## src/rtl/booth_r4_seq_ctrl_if.sv

```systemverilog
// Handshake and step-calculator bus between the Booth radix-4 sequencer and its neighbours.
// The slave side is the sequencer; the master side is the requester plus the step calculator.
interface booth_r4_seq_ctrl_if #(
  parameter int WIDTH = 64,
  parameter int CNT_W = 8
);
  logic                  op_start;
  logic                  op_clear;
  logic [WIDTH-1:0]      multiplicand;
  logic [WIDTH-1:0]      multiplier;
  logic [WIDTH-1:0]      cal_a;
  logic [2*WIDTH-1:0]    cal_b;
  logic [2:0]            cal_x;
  logic [CNT_W-1:0]      cal_cnt;
  logic [2*WIDTH-1:0]    cal_result;
  logic                  op_done;
  logic [2*WIDTH-1:0]    result;

  modport slave (
    input  op_start, op_clear, multiplicand, multiplier, cal_result,
    output cal_a, cal_b, cal_x, cal_cnt, op_done, result
  );

  modport master (
    output op_start, op_clear, multiplicand, multiplier, cal_result,
    input  cal_a, cal_b, cal_x, cal_cnt, op_done, result
  );
endinterface

```

## src/rtl/booth_r4_seq_ctrl.sv

```systemverilog
// Register/FSM stage for a signed radix-4 Booth multiplier: holds operands, accumulator and
// step count, and closes the loop around the external combinational Booth step calculator.
//
//   state | meaning
//   IDLE  | waiting for op_start; operands loaded on the accepting edge
//   BUSY  | one Booth step per edge, ITER edges in total
//   DONE  | product presented on result with op_done; held until op_clear/reset
module booth_r4_seq_ctrl #(
  parameter int WIDTH = 64,
  parameter int CNT_W = 8
) (
  input  logic                      clk,
  input  logic                      reset,
  booth_r4_seq_ctrl_if.slave        bus
);

  localparam int ITER = WIDTH / 2;
  localparam logic [CNT_W-1:0] LAST_CNT = CNT_W'(ITER - 1);

  typedef enum logic [1:0] {
    IDLE = 2'd0,
    BUSY = 2'd1,
    DONE = 2'd2
  } state_t;

  state_t               state_q, state_d;
  logic [WIDTH-1:0]     a_q, a_d;
  logic [WIDTH-1:0]     mplr_q, mplr_d;
  logic                 prev_q, prev_d;
  logic [2*WIDTH-1:0]   acc_q, acc_d;
  logic [CNT_W-1:0]     cnt_q, cnt_d;

  always_ff @(posedge clk) begin
    if (reset) begin
      state_q <= IDLE;
      a_q     <= '0;
      mplr_q  <= '0;
      prev_q  <= 1'b0;
      acc_q   <= '0;
      cnt_q   <= '0;
    end else begin
      state_q <= state_d;
      a_q     <= a_d;
      mplr_q  <= mplr_d;
      prev_q  <= prev_d;
      acc_q   <= acc_d;
      cnt_q   <= cnt_d;
    end
  end

  always_comb begin
    state_d = state_q;
    a_d     = a_q;
    mplr_d  = mplr_q;
    prev_d  = prev_q;
    acc_d   = acc_q;
    cnt_d   = cnt_q;

    unique case (state_q)
      IDLE: begin
        if (bus.op_start) begin
          a_d     = bus.multiplicand;
          mplr_d  = bus.multiplier;
          prev_d  = 1'b0;
          acc_d   = '0;
          cnt_d   = '0;
          state_d = BUSY;
        end
      end
      BUSY: begin
        // Arithmetic shift keeps the top window sign-correct for negative multipliers.
        acc_d  = bus.cal_result;
        mplr_d = WIDTH'($signed(mplr_q) >>> 2);
        prev_d = mplr_q[1];
        cnt_d  = cnt_q + CNT_W'(1);
        if (cnt_q == LAST_CNT) begin
          state_d = DONE;
        end
      end
      DONE: begin
        state_d = DONE;
      end
      default: begin
        state_d = IDLE;
      end
    endcase

    // Abort discards everything, including any partial product.
    if (bus.op_clear) begin
      state_d = IDLE;
      a_d     = '0;
      mplr_d  = '0;
      prev_d  = 1'b0;
      acc_d   = '0;
      cnt_d   = '0;
    end
  end

  assign bus.cal_a   = a_q;
  assign bus.cal_b   = acc_q;
  assign bus.cal_x   = {mplr_q[1:0], prev_q};
  assign bus.cal_cnt = cnt_q;
  assign bus.op_done = (state_q == DONE);
  assign bus.result  = (state_q == DONE) ? acc_q : '0;

endmodule

```

## src/flat_wrapper.sv

```systemverilog
// flat-port wrapper written by rule: the top's interface ports become plain ports
module booth_r4_seq_ctrl_flat 
#(
  parameter int WIDTH = 64,
  parameter int CNT_W = 8
)
  (clk, reset, bus_op_start, bus_op_clear, bus_multiplicand, bus_multiplier, bus_cal_result, bus_cal_a, bus_cal_b, bus_cal_x, bus_cal_cnt, bus_op_done, bus_result);
  booth_r4_seq_ctrl_if #(.WIDTH(WIDTH), .CNT_W(CNT_W)) bus_i ();
  input  logic clk;
  input  logic reset;
  input wire logic [$bits(bus_i.op_start)-1:0] bus_op_start;
  input wire logic [$bits(bus_i.op_clear)-1:0] bus_op_clear;
  input wire logic [$bits(bus_i.multiplicand)-1:0] bus_multiplicand;
  input wire logic [$bits(bus_i.multiplier)-1:0] bus_multiplier;
  input wire logic [$bits(bus_i.cal_result)-1:0] bus_cal_result;
  output wire logic [$bits(bus_i.cal_a)-1:0] bus_cal_a;
  output wire logic [$bits(bus_i.cal_b)-1:0] bus_cal_b;
  output wire logic [$bits(bus_i.cal_x)-1:0] bus_cal_x;
  output wire logic [$bits(bus_i.cal_cnt)-1:0] bus_cal_cnt;
  output wire logic [$bits(bus_i.op_done)-1:0] bus_op_done;
  output wire logic [$bits(bus_i.result)-1:0] bus_result;
  assign bus_i.op_start = bus_op_start;
  assign bus_i.op_clear = bus_op_clear;
  assign bus_i.multiplicand = bus_multiplicand;
  assign bus_i.multiplier = bus_multiplier;
  assign bus_i.cal_result = bus_cal_result;
  assign bus_cal_a = bus_i.cal_a;
  assign bus_cal_b = bus_i.cal_b;
  assign bus_cal_x = bus_i.cal_x;
  assign bus_cal_cnt = bus_i.cal_cnt;
  assign bus_op_done = bus_i.op_done;
  assign bus_result = bus_i.result;
  booth_r4_seq_ctrl #(.WIDTH(WIDTH), .CNT_W(CNT_W)) u_core (.clk(clk), .reset(reset), .bus(bus_i));
endmodule
```

## config.mk

```make
export PLATFORM = sky130hd
export DESIGN_NAME = booth_r4_seq_ctrl_flat
export DESIGN_NICKNAME = d
export VERILOG_FILES = /design/src/rtl/booth_r4_seq_ctrl_if.sv /design/src/rtl/booth_r4_seq_ctrl.sv /design/src/flat_wrapper.sv
export SDC_FILE = /design/constraint.sdc
export NUM_CORES = 1
export LEC_CHECK = 0
export ABC_CLOCK_PERIOD_IN_PS = 2400
export CAP_MARGIN = 5
export CORE_AREA = 2 2 229 231
export CTS_CLUSTER_DIAMETER = 100
export DETAILED_ROUTE_END_ITERATION = 8
export DIE_AREA = 0 0 231 233
export HOLD_SLACK_MARGIN = 0.02
export PLACE_DENSITY_LB_ADDON = 0.15
export SLEW_MARGIN = 10
export SYNTH_ARGS = -nofsm -noshare
export SYNTH_HDL_FRONTEND = slang
export SYNTH_SLANG_ARGS = --single-unit
```

## constraint.sdc

```tcl
create_clock -name clk -period 2.4 [get_ports clk]
set_clock_uncertainty 0.2 [all_clocks]
set_input_delay 0.36 -clock clk [delete_from_list [all_inputs] [get_ports clk]]
set_output_delay 0.36 -clock clk [all_outputs]
set_load 0.03 [all_outputs]
```

==> qor.yml <==
clock_network:
  clock_sinks: 267
  maximum_count_of_clock_buffers_along_a_single_path: 3
  tritoncts: "yes"
  cts-htree-levels: 2
  clk_slew_on_worst_s_h_paths_ps: 60
  clock-root-buffer: "clkbuf_16"
  numCtsBuffers: 35
  worstSkewPairLatency_ps: 540
floorplanning:
  initial_core_util_pct: 21.4
  die_height_um: 233
  coreArea_um2: 51100
  io-pin-count: 592
  num_rows: 83
  die-area_um2: 53800
  die_w_um: 231
detailed_routing:
  drtIter0Drc: 556
  drc_errors: 0
  num_vias: 11200
  detail_route.first_pass.iterations: 5
  totalWireLength_um: 48700
  detail_route.vias_per_cell: 4.51
  per_cell_routed_wire_length_um: 19.6
  ant_nets: 0
synthesis:
  yosys_warnings: 0
  synthDominantCellAreaShare_pct: 48.8
  library_cell_with_the_highest_instance_count_after_synthesis: "dfxtp_1"
  ys.flop_type: "dfxtp_1"
  synth-async-reset-ratio_pct: 0
  synthTopCellsByArea: "dfxtp_1 49%, a32oi_1 10%, and2_1 7.4%"
  number_of_synthesized_flops_with_an_enable_pin: 0
  netlist_instances: 1221
  synth.ff_latch_count: 267
  post-synth-top-area-cell: "dfxtp_1"
  synth_area_per_cell_um2: 8.96
  yosysUniqueCellTypes: 35
  synth_common_cells: "267 x dfxtp_1, 192 x nor2_1, 137 x nand2_1"
  netlist_area_before_placement_um2: 10900
  synth-seq-area-share_pct: 48.8
  synthesis.nets: 1486
setup_path:
  critical_path_startpoint_category: "register"
  critical_path_peak_fanout: 6
  cp_data_arrival_time_ps: 1770
  crit_type: "register to output port"
  worst_ep_required_time_ps: 1840
  end_kind: "output port"
timing:
  worst_hold_slack_ps: 171
  layout_setup_ws_ps: 72.2
  final_hold_violation_count: 0
  finalCriticalPeriod_ps: 2330
  worst_slew_pin_slew_ps: 586
  share_of_the_clock_period_used_by_the_worst_path_after_layout_pct: 97.0
  fmaxAchievable_mhz: 430
  final.setup.tns_ps: 0
  worst_slew_margin_rel_pct: 60.9
  count_of_final_max_slew_check_failures: 0
  final-setup-viol-count: 0
  setup_repair_after_global_routing_missed_its_margin: "true"
global_route:
  fraction_of_met3_tracks_used_by_global_routing_pct: 5.49
  gr-max-usage-layer: "met2"
  initial_antenna_violation_count: 4
  grt_util_met1_pct: 20.1
  pin_count_of_the_biggest_net_entering_global_routing: 103
  met2_capacity_usage_during_global_routing_pct: 29.1
  grt.total_usage_pct: 17.2
  grt_pass1_vias: 11100
  overflow: 0
  grt_pass1_wl_um: 70600
placed_design:
  place_hpwl_um: 33900
  gp_congestion: 0.774
  numPlacedInstances: 2411
  buffer_ports.inserted: 591
  placed_area_um2: 17600
  placement.setup.worst_slack_ps: 121
finish:
  layout.core_utilization_pct: 38.1
  synthToLayoutAreaGrowth_pct: 78.1
  final_cell_count_no_fill: 2488
  fin_area_um2: 19500
  final_net_count: 2048
  drive_gt1_share_pct: 17.8
  filler_cell_count: 5169
hold_path:
  worstHoldPathType: "input pin to register"
power:
  fin_total_pwr_mw: 11.3
  vdd_drop_max_v: 0.000347
  static_power_due_to_leakage_nw: 7.11
  cellPowerDensity_nw_per_um2: 582
outcome:
  outcome: "completed"
job:
  max_cap_viol_count: 0
-- where the power goes --
group | internal [mW] | total, mW | leakage [nW] | switching (mW)
clock network | 3.11 | 5.20 | 0.554 | 2.08
registers | 4.55 | 4.61 | 2.17 | 0.0668
logic | 0.774 | 1.53 | 4.39 | 0.760
total | 8.43 | 11.3 | 7.11 | 2.91
-- layout by cell type, fill, tap and decap left out, types with 3 or more instances in the layout --
cell             synthesis  layout
a211oi_1                51      51
inv_1                    6       5
a32oi_1                130     130
a21oi_1                 72      72
buf_16                   0       3
diode_2                  0       3
and2_1                 129      74
inv_6                    0       4
buf_6                    1      88
or4_1                    4       4
dlymetal6s2s_1           0       3
buf_12                   0      39
o31ai_1                  5       5
clkinv_2                 0       5
and2_4                   0      54
o21ai_0                  3       3
clkbuf_1                71       5
buf_4                   20      55
a211oi_2                10      10
dfxtp_1                267     265
clkdlybuf4s50_1          0     457
clkbuf_16                0      37
nand2_1                137     136
nand3b_1                 3       3
clkbuf_8                 0       7
mux2i_1                 62      62
nor2_1                 192     192
-- sequential cells by signal, indices dropped and copies added, names as in the netlist --
signal and count:
u_core.bus.cal_b 128, u_core.state_q 2, u_core.mplr_q 64, u_core.bus.cal_cnt 8
u_core.prev_q 1, u_core.bus.cal_a 64
-- area by class of cell --
type | instances | area [um^2] | share of cell area, %
Antenna cell | 3 | 7.51 | 0.0385
Timing Repair Buffer | 651 | 6970 | 35.8
Sequential cell | 267 | 5350 | 27.4
Clock buffer | 47 | 991 | 5.09
Inverter | 6 | 22.5 | 0.116
Tap cell | 680 | 851 | 4.37
Multi-Input combinational cell | 822 | 5170 | 26.5
Clock inverter | 12 | 128 | 0.655
-- final timing paths --
kind                                            from                    to  slack (ps)  cells past startpoint
worst max-delay path               u_core.state_q[0]        bus_result[83]          70                      6
worst min-delay path            bus_multiplicand[49]  u_core.bus.cal_a[49]         170                      3
worst max register to register     u_core.state_q[1]  u_core.bus.cal_b[62]         160                      7
worst min register to register   u_core.bus.cal_a[0]   u_core.bus.cal_a[0]         250                      2
-- timing repair --
| action | 4_1_cts | 5_1_grt |
|---|---|---|
| gates cloned | 6 | 2 |
| gates resized for setup | 137 | 42 |
| pin swaps | 4 | 0 |
| buffers inserted | 13 | 1 |
| endpoints found under the setup margin | 127 | 187 |
| hold buffers | 0 | 0 |
-- metal layers --
layer / wire [um] / up-vias / part of all wire [%]
li1: - / 5427 / -
met1: 19800 / 5338 / 41
met2: 23800 / 385 / 49
met3: 3610 / 69 / 7.4
met4: 1500 / 2 / 3.1
met5: 12 / - / 0.025
-- cells by family after synthesis --
kind of cell               share of synthesized area (%)
buffers and inverters                               5.60
AOI/OAI and AO/OA                                   19.2
adders and majority gates                          0.572
DFF                                                 48.8
and+or+nand+nor                                     19.8
muxes                                               5.93
-- critical path: stages (launching register included) --
cell and delay, ps:
dfxtp_2 320, inv_2 60, ha_4 250, buf_12 170, clkbuf_16 150, and2_4 140, buf_6 120
Note: power is estimated with default switching activity, not from simulation.
